--- src/rtl/fetch_queue.sv ---
// rtl/fetch_queue.sv - multi-lane fetch bundle queue with per-lane in-order consumption.
// Optional combinational bypass on an empty queue: FETCH_QUEUE_BYPASS_EN.
module fetch_queue #(
    parameter int LANES  = 2,
    parameter int DEPTH  = 4,
    parameter int INFO_W = 2
) (
    input  logic                          clk_i,
    input  logic                          rstn_i,
    input  logic                          flush_i,
    input  logic                          in_valid_i,
    output logic                          in_accept_o,
    input  logic [LANES*32-1:0]           in_instr_i,
    input  logic [31:0]                   in_pc_i,
    input  logic [INFO_W-1:0]             in_info_i,
    input  logic [LANES-1:0]              in_pred_i,
    output logic [LANES-1:0]              out_valid_o,
    input  logic [LANES-1:0]              out_accept_i,
    output logic [LANES*32-1:0]           out_instr_o,
    output logic [LANES*32-1:0]           out_pc_o,
    output logic [INFO_W-1:0]             out_info_o,
    output logic [$clog2(DEPTH):0]        level_o
);
    localparam int LB = $clog2(LANES);
    localparam int DW = $clog2(DEPTH);

    logic [LANES*32-1:0] instr_q [DEPTH];
    logic [31:0]         pc_q    [DEPTH];
    logic [INFO_W-1:0]   info_q  [DEPTH];
    logic [LANES-1:0]    mask_q  [DEPTH];

    logic [DW-1:0] wr_ptr_q, wr_ptr_d;
    logic [DW-1:0] rd_ptr_q, rd_ptr_d;
    logic [DW:0]   level_q, level_d;

    logic [LB-1:0]       start_lane;
    logic [LB-1:0]       stop_lane;
    logic                in_fault;
    logic [LANES-1:0]    in_mask;
    logic [LANES*32-1:0] in_data;

    logic                q_empty;
    logic                q_full;
    logic                bypass;
    logic                head_valid;
    logic [LANES-1:0]    head_mask;
    logic [LANES*32-1:0] head_data;
    logic [31:0]         head_pc;
    logic [INFO_W-1:0]   head_info;
    logic [LANES-1:0]    consume;
    logic [LANES-1:0]    remaining;
    logic                pop;
    logic                push_ok;
    logic                write;
    logic [LANES-1:0]    write_mask;
    logic                unused_pc_bits;

    // Lane window of an incoming bundle: start lane up to the first taken prediction.
    always_comb begin
        start_lane = in_pc_i[LB+1:2];
        in_fault   = |in_info_i;
        stop_lane  = LB'(LANES - 1);
        for (int k = LANES - 1; k >= 0; k--) begin
            if ((LB'(k) >= start_lane) && in_pred_i[k]) begin
                stop_lane = LB'(k);
            end
        end
        in_mask = '0;
        for (int k = 0; k < LANES; k++) begin
            if (in_fault) begin
                in_mask[k] = (LB'(k) == start_lane);
            end else begin
                in_mask[k] = (LB'(k) >= start_lane) && (LB'(k) <= stop_lane);
            end
        end
        in_data = in_fault ? '0 : in_instr_i;
    end

    assign q_empty = (level_q == '0);
    assign q_full  = (level_q == (DW+1)'(DEPTH));

`ifdef FETCH_QUEUE_BYPASS_EN
    assign bypass = q_empty & in_valid_i & ~flush_i;
`else
    assign bypass = 1'b0;
`endif

    always_comb begin
        head_valid = ~q_empty | bypass;
        if (bypass) begin
            head_mask = in_mask;
            head_data = in_data;
            head_pc   = in_pc_i;
            head_info = in_info_i;
        end else begin
            head_mask = mask_q[rd_ptr_q];
            head_data = instr_q[rd_ptr_q];
            head_pc   = pc_q[rd_ptr_q];
            head_info = info_q[rd_ptr_q];
        end
    end

    // A lane is taken only once every lower still-pending lane goes with it.
    always_comb begin
        logic lower_done;
        lower_done = 1'b1;
        consume    = '0;
        for (int k = 0; k < LANES; k++) begin
            consume[k] = head_valid & head_mask[k] & out_accept_i[k] & lower_done;
            lower_done = lower_done & (~head_mask[k] | consume[k]);
        end
        remaining = head_mask & ~consume;
    end

    assign pop        = ~q_empty & (remaining == '0);
    assign push_ok    = in_valid_i & in_accept_o & ~flush_i;
    assign write      = push_ok & (~bypass | (remaining != '0));
    assign write_mask = bypass ? remaining : in_mask;

    always_comb begin
        level_d  = level_q;
        wr_ptr_d = wr_ptr_q;
        rd_ptr_d = rd_ptr_q;
        if (flush_i) begin
            level_d  = '0;
            wr_ptr_d = '0;
            rd_ptr_d = '0;
        end else begin
            if (write) begin
                wr_ptr_d = wr_ptr_q + 1'b1;
            end
            if (pop) begin
                rd_ptr_d = rd_ptr_q + 1'b1;
            end
            if (write && !pop) begin
                level_d = level_q + 1'b1;
            end else if (pop && !write) begin
                level_d = level_q - 1'b1;
            end
        end
    end

    always_ff @(posedge clk_i or negedge rstn_i) begin
        if (!rstn_i) begin
            level_q  <= '0;
            wr_ptr_q <= '0;
            rd_ptr_q <= '0;
            for (int i = 0; i < DEPTH; i++) begin
                instr_q[i] <= '0;
                pc_q[i]    <= '0;
                info_q[i]  <= '0;
                mask_q[i]  <= '0;
            end
        end else begin
            level_q  <= level_d;
            wr_ptr_q <= wr_ptr_d;
            rd_ptr_q <= rd_ptr_d;
            if (flush_i) begin
                for (int i = 0; i < DEPTH; i++) begin
                    mask_q[i] <= '0;
                end
            end else begin
                // Head and write slots only coincide when empty or full, never both active.
                if (!q_empty) begin
                    mask_q[rd_ptr_q] <= remaining;
                end
                if (write) begin
                    mask_q[wr_ptr_q]  <= write_mask;
                    instr_q[wr_ptr_q] <= in_data;
                    pc_q[wr_ptr_q]    <= in_pc_i;
                    info_q[wr_ptr_q]  <= in_info_i;
                end
            end
        end
    end

    for (genvar k = 0; k < LANES; k++) begin : g_lane
        assign out_valid_o[k]          = head_valid & head_mask[k];
        assign out_instr_o[k*32 +: 32] = head_valid ? head_data[k*32 +: 32] : 32'd0;
        assign out_pc_o[k*32 +: 32]    = head_valid ? {head_pc[31:LB+2], LB'(k), 2'b00} : 32'd0;
    end

    assign unused_pc_bits = ^head_pc[LB+1:0];
    assign out_info_o     = head_valid ? head_info : '0;
    assign in_accept_o    = ~q_full;
    assign level_o        = level_q;

endmodule

--- config.mk ---
export PLATFORM = sky130hd
export DESIGN_NAME = fetch_queue
export DESIGN_NICKNAME = d
export VERILOG_FILES = /design/src/rtl/fetch_queue.sv
export SDC_FILE = /design/constraint.sdc
export NUM_CORES = 1
export LEC_CHECK = 0
export ABC_CLOCK_PERIOD_IN_PS = 6100
export BUFFER_PORTS_ARGS = -buffer_cell sky130_fd_sc_hd__buf_2
export CAP_MARGIN = 15
export CORE_MARGIN = 1
export CORE_UTILIZATION = 60
export DETAILED_ROUTE_END_ITERATION = 16
export PLACE_DENSITY = 0.91
export RECOVER_POWER = 50
export SLEW_MARGIN = 40
export SYNTH_ARGS = -nofsm -noshare
export SYNTH_HDL_FRONTEND = slang
export SYNTH_SLANG_ARGS = --single-unit
--- constraint.sdc ---
create_clock -name clk_i -period 6.1 [get_ports clk_i]
set_input_delay 0.915 -clock clk_i [delete_from_list [all_inputs] [get_ports clk_i]]
set_output_delay 0.915 -clock clk_i [all_outputs]
set_load 0.05 [all_outputs]
==> results of run 1 <==
-- registers in the layout, indices dropped and copies added (netlist names) --
register,cells
instr_q,256
pc_q,116
info_q,8
mask_q,8
level_o,3
rd_ptr_q,2
wr_ptr_q,2
-- cells in the mapped netlist, drive strengths merged --
library cell / instances
nand3: 5
and2: 98
a311oi: 4
nor2b: 1
o31ai: 2
or4: 1
and3: 2
o21ai: 262
o211ai: 1
conb: 1
nor3: 4
a211o: 2
o221ai: 1
buf: 101
or2: 1
ha: 8
xnor2: 1
mux4: 97
inv: 9
nor2: 14
dfrtp: 395
mux2: 124
nand2: 332
nor3b: 1
clkbuf: 47
or3b: 1
nand2b: 3
a21boi: 1
or3: 5
fa: 1
o22ai: 3
o2111ai: 4
a21oi: 3
a211oi: 4
mux2i: 7
-- worst min-delay path, stage by stage, from the launching register on --
cell and delay [ns]:
dfrtp_1 0.33, nand2_1 0.04, o21ai_0 0.06
-- worst paths after layout --
| path | startpoint | end |
|---|---|---|
| worst max-delay path | level_o[2] | pc_q[21] |
| worst min-delay path | instr_q[117] | instr_q[117] |
| worst max register to register | level_o[2] | pc_q[21] |
| worst min register to register | instr_q[117] | instr_q[117] |
| max in group asynchronous | rstn_i | pc_q[124] |
| min in group asynchronous | rstn_i | instr_q[156] |
-- area by class of cell --
class                   instances  area [um^2]
clock inverters                12        118.9
well taps                     390        488.0
fillers                      1986         9030
inverters                       9        33.78
multi-input cells             998         7376
repair buffers                257         1461
diodes                          5        12.51
clock buffers                  59         1226
flip-flops and latches        395         9892
-- cell families after synthesis --
| group | synth area share [%] |
|---|---|
| AND/OR/NAND/NOR | 11.53 |
| flip-flops | 54.70 |
| AO/OA/AOI/OAI | 8.343 |
| multiplexers | 20.20 |
| buffers and inverters | 4.493 |
| adder cells (fa/ha/maj) | 0.6647 |
| other | 0.02075 |
| XOR/XNOR | 0.04848 |
-- report_power, final --
group / switching [mW] / leakage, nW / internal (mW) / total [mW]
Clock: 0.991 / 0.663 / 1.48 / 2.47
Combinational: 3.02 / 3.65 / 1.58 / 4.60
Sequential: 0.473 / 5.26 / 3.38 / 3.85
-- per-layer routing --
layer  up-vias  GRT usage [%]
li1       5676              -
met3       108          5.000
met1      6451          36.92
met2       508          47.78
met4         2          11.41
met5         -              0
==> summary.txt, run 1 <==
Status
  – Outcome: finished, violations left
  – Failing checks: max-capacitance violations, max-slew violations

Floorplanning
  – Core ar.: 29,640 um^2
  – Row count: 63
  – Io pins: 242
  – Die Y: 175.5 um
  – Initial Util: 60.97%
  – Die width: 175.5 um
  – Die area: 30,820 um^2

Routing
  – Met3 WL: 2763 um
  – Router iterations before antenna repair: 5
  – Met1 WL: 16,970 um
  – Routed wl met2: 21,400 um
  – Final wirelength: 42,550 um
  – DR iter-0 viols: 1,077
  – # DRC: 0
  – Routed wire per std cell: 20.02 um
  – Vias post-DR: 12,750
  – Final ANT Viol Nets: 0
  – Max layer used: met5
  – Vias/cell: 5.998

Global route
  – GRT Total Usage: 28.41%
  – Global-route wire length before repair: 69,140 um
  – Pin count of the biggest net entering global routing: 137
  – Initial antenna violation count: 6
  – Gr ovfl total: 0
  – Vias in the first global route: 13,750

Power and ir drop
  – Power after layout: 10.92 mW
  – Pwr/cell area: 529.8 nW/um^2
  – Static leakage: 9.573 nW
  – VDD IR max: 0.6480 mV

STA
  – Worst slew pin tran: 3.240 ns
  – Rel. slew slack: -116.0%
  – Tcrit/Tclk final: 68.89%
  – Setup ws final: 1.898 ns
  – Setup repair after global routing missed its margin: no
  – Setup-failing EPs final: 0
  – Clock Skews: 0.01433 ns
  – Pins Over Slew Limit: 116
  – Final Hold Viols: 0
  – Fin Setup TNS: 0 ns
  – Hold WS: 0.4740 ns
  – Tmin final: 4.202 ns
  – Max Clk Rate: 238.0 MHz

CTS
  – H-tree depth: 2
  – Clock latency on the worst-skew pair: 0.52 ns
  – CTS tree: done
  – Clock Path Buffers: 3
  – Post-CTS resize count: 0
  – Post-CTS Repair Setup Buffers: 0
  – # hold bufs at CTS: 0
  – Num Clock Sinks: 395
  – Root Buffer: clkbuf_16
  – Reg clk slew, reported paths: 0.06 ns
  – Num CTS Buffers: 41

Synth
  – Netlist Area Pre-Place: 18,070 um^2
  – Synthesis warning total: 0
  – Synth top area cells: dfrtp_1, mux4_2, mux2_2
  – Post-Syn Instances: 1,546
  – Synthesis-stage register bit count: 395
  – Syn avg cell area: 11.69 um^2
  – Synth top area share: 54.70%
  – Post-synth top area cell: dfrtp_1
  – Synth unique cells: 41
  – Register area share after synthesis: 54.70%

Critical path
  – Crit path kind: reg2reg
  – Critical Path End Type: flip-flop
  – Worst Path Max Fanout: 41
  – Crit path buffers/inverters: 3
  – Stages on worst setup path: 6
  – CP Cell Sequence: nor3b_1 > inv_1 > nand3_1 > clkbuf_1 > buf_4 > mux2_2
  – Slowest-stage cell, CP: clkbuf_1
  – Worst path required time: 6.50 ns
  – CP peak stage delay: 1.25 ns
  – Setup slack, reg-to-reg: 1.90 ns
  – CP startpoint kind: flip-flop
  – Delay-heaviest family, CP: buffers and inverters
  – Worst path arrival time: 4.60 ns
  – R2R depth: 6

Worst hold path
  – HP Class: reg2reg
  – Hold path depth: 2

Cells and area
  – Final design utilization: 69.53%
  – Most frequent cells in the layout: dfrtp_1, nand2_1, o21ai_0
  – Commonest non-fill, non-tap cell in the layout: dfrtp_1
  – Post-Layout Cell Count: 2,125
  – Area Growth Syn to Fin: 14.04%
  – Final instance area: 20,610 um^2
  – # nets final: 1,817
  – Layout cells sized above 1: 31.68%

Placed design
  – HPWL Detailed: 26,100 um
  – Placement Setup Slack: 2.209 ns
  – Number of port buffers: 233
  – Placed cell area: 19,310 um^2
  – Dpl cells: 2,048
  – Gpl congestion: 0.7916

Flow run
  – Max_cap viols: 3
Note: power is estimated with default switching activity, not from simulation.
==> inputs of run 2 (changes only) <==
ABC_CLOCK_PERIOD_IN_PS = 3600   (was 6100)
CORE_UTILIZATION = 52   (was 60)
PLACE_DENSITY = 0.84   (was 0.91)
clock period = 3.6 ns   (was 6.1 ns; I/O delays follow)
==> run 2 against run 1 <==
The flow still finishes with violations (max-capacitance violations, max-slew violations). Global-route usage shrank 4.2 points. Via count shrank 1.3%. Clock-buffer cell count shrank 4. Power grew 69%. Utilization shrank 8.2 points. Setup slack lost 1.5 ns. Clock power grew 70%. Critical path depth shrank 2. Die area grew 15%.
==> summary.txt, run 2 (synthesis gave the netlist of run 1 again) <==
Cells and area
  – Layout filler cell count: 2,543 (+28%)
  – Commonest non-fill, non-tap cell in the layout: dfrtp_1
  – Post-Layout Cell Count: 2,197 (+3.4%)
  – Final instance area: 20,780 um^2 (+0.81%)
  – Layout cells sized above 1: 31.92% (+0.24 points)
  – Area Growth Syn to Fin: 14.97%
  – Top Registers: instr_q x256, pc_q x116
  – Largest reg by FF count: instr_q
  – Max reg flops: 256 (unchanged)
  – Most frequent cells in the layout: dfrtp_1, nand2_1, o21ai_0
  – Final design utilization: 61.35% (-8.2 points)
  – # nets final: 1,830 (+0.72%)

CTS
  – Num CTS Buffers: 43 (+4.9%)
  – Post-CTS Repair Setup Buffers: 0 (unchanged)
  – Post-CTS resize count: 0 (unchanged)
  – Clock Path Buffers: 3 (unchanged)
  – Root Buffer: clkbuf_16
  – Reg clk slew, reported paths: 0.06 ns (about the same)
  – Num Clock Sinks: 395 (unchanged)
  – CTS tree: done
  – # hold bufs at CTS: 0 (unchanged)
  – Clock latency on the worst-skew pair: 0.52 ns (about the same)
  – H-tree depth: 2 (unchanged)

Critical path
  – Worst path arrival time: 2.70 ns (-1.90 ns)
  – Setup slack, reg-to-reg: 0.44 ns (-1.46 ns)
  – Worst path required time: 3.06 ns (-3.44 ns)
  – CP peak stage delay: 0.74 ns (-0.51 ns)
  – Worst Path Max Fanout: 49 (+20%)
  – Crit path buffers/inverters: 2 (-1)
  – Delay-heaviest family, CP: flip-flops
  – Crit path kind: reg2out
  – Slowest-stage cell, CP: dfrtp_4
  – CP Cell Sequence: buf_12 > mux4_2 > and2_1 > buf_2
  – Critical Path End Type: primary output
  – CP startpoint kind: flip-flop

Routing
  – Routed wire per std cell: 19.12 um (-4.5%)
  – Max layer used: met5
  – Final wirelength: 42,000 um (-1.3%)
  – # DRC: 0 (unchanged)
  – Router iterations before antenna repair: 7 (+2)
  – Met3 WL: 2234 um (-19%)
  – Vias/cell: 5.728 (-4.5%)
  – Vias post-DR: 12,580 (-1.3%)
  – Final ANT Viol Nets: 0 (unchanged)
  – Met1 WL: 16,980 um (about the same)
  – Routed wl met2: 21,630 um (+1.1%)
  – DR iter-0 viols: 804 (-25%)

Flow run
  – Max_cap viols: 1 (-2)

STA
  – Fin Setup TNS: 0 ns (unchanged)
  – Clock Skews: 0.008466 ns (-0.005869 ns)
  – Max Clk Rate: 308.6 MHz
  – Worst slew pin tran: 2.052 ns (-1.187 ns)
  – Pins Over Slew Limit: 34 (-71%)
  – Hold WS: 0.2909 ns (-0.1831 ns)
  – Setup repair after global routing missed its margin: no
  – Final Hold Viols: 0 (unchanged)
  – Setup ws final: 0.3598 ns (-1.538 ns)
  – Rel. slew slack: -36.82% (+79 points)
  – Tcrit/Tclk final: 90.00%
  – Tmin final: 3.240 ns
  – Setup-failing EPs final: 0 (unchanged)

Placed design
  – Dpl cells: 2,116 (+3.3%)
  – HPWL Detailed: 25,870 um (-0.87%)
  – Number of port buffers: 233 (unchanged)
  – Placed cell area: 19,490 um^2 (+0.96%)
  – Gpl congestion: 0.8027 (+1.4%)
  – Placement Setup Slack: 0.7982 ns (-1.410 ns)

Power and ir drop
  – Switching power share of the total: 40.94% (-0.10 points)
  – Flop pwr share: 35.2% (about the same)
  – Clock power frac: 22.7% (about the same)
  – Sw Pwr: 7.548 mW (+68%)
  – Power after layout: 18.44 mW (+69%)
  – VDD IR max: 1.898 mV (+190%)
  – Pwr/cell area: 887.4 nW/um^2 (+67%)
  – Internal power: 10.89 mW (+69%)
  – Logic pwr share: 42.1% (about the same)
  – Static leakage: 9.616 nW (+0.45%)

Global route
  – Pin count of the biggest net entering global routing: 124 (-9.5%)
  – Initial antenna violation count: 8 (+2)
  – GRT Total Usage: 24.18% (-4.2 points)
  – Gr ovfl total: 0 (unchanged)
  – Global-route wire length before repair: 68,730 um (-0.59%)
  – Vias in the first global route: 13,470 (-2.0%)

Floorplanning
  – Die width: 188.4 um (+7.3%)
  – Io pins: 242 (unchanged)
  – Initial Util: 53.36% (-7.6 points)
  – Die area: 35,500 um^2 (+15%)
  – Row count: 67 (+6.3%)
  – Core ar.: 33,870 um^2 (+14%)
  – Die Y: 188.4 um (+7.3%)

Worst hold path
  – HP Class: in2reg

Status
  – Outcome: finished, violations left
  – Failing checks: max-capacitance violations, max-slew violations
[run 2: cell types whose count changed in the layout (fill, tap and decap cells not counted), moves of 2 or more]
cell and delta:
clkbuf_8 -3, clkbuf_16 +2, clkinv_2 +5, diode_2 +2, clkbuf_4 +2, clkbuf_2 +5, buf_2 -3, clkbuf_1 +3
[run 2: power groups by stage]
stage          sequential [mW]  clock, mW  combinational, mW
5_1_grt                   6.63       4.47               8.24
2_1_floorplan             6.27          0               6.45
4_1_cts                   6.47       4.27               7.85
3_3_place_gp              6.41          0               7.64
3_5_place_dp              6.53          0               7.82
6_report                  6.48       4.19               7.77
[run 2: layout make-up]
type | count | area, um^2 | area share (%)
Clock inverter | 17 | 123.9 | 0.5962
Inverter | 9 | 33.78 | 0.1626
Tap cell | 448 | 560.5 | 2.698
Sequential cell | 395 | 9892 | 47.61
Clock buffer | 55 | 1224 | 5.890
Timing Repair Buffer | 268 | 1535 | 7.389
Antenna cell | 7 | 17.52 | 0.08431
Multi-Input combinational cell | 998 | 7390 | 35.57
[run 2: worst paths after layout]
| kind | depth (start not counted) | startpoint | endpoint |
|---|---|---|---|
| max | 4 | rd_ptr_q[0] | out_instr_o[63] |
| min | 2 | in_pc_i[5] | pc_q[37] |
| max reg2reg | 6 | level_o[2] | mask_q[5] |
| min reg2reg | 2 | instr_q[121] | instr_q[121] |
| max in group asynchronous | 4 | rstn_i | instr_q[9] |
| min in group asynchronous | 2 | rstn_i | instr_q[217] |
[run 2: worst reg2reg max path, stage by stage, from the launching register on]
cell      delay (ns)
dfrtp_1         0.47
nor3b_1         0.44
inv_1           0.29
nand3_1         0.98
buf_4           0.51
nor2_1          0.09
a311oi_1        0.27
[run 2: metal layers]
layer  vias up  global-route usage, %
met4         2                  8.778
met3        80                  3.744
met2       413                  42.51
met5         -                      0
met1      6428                  30.34
li1       5661                      -
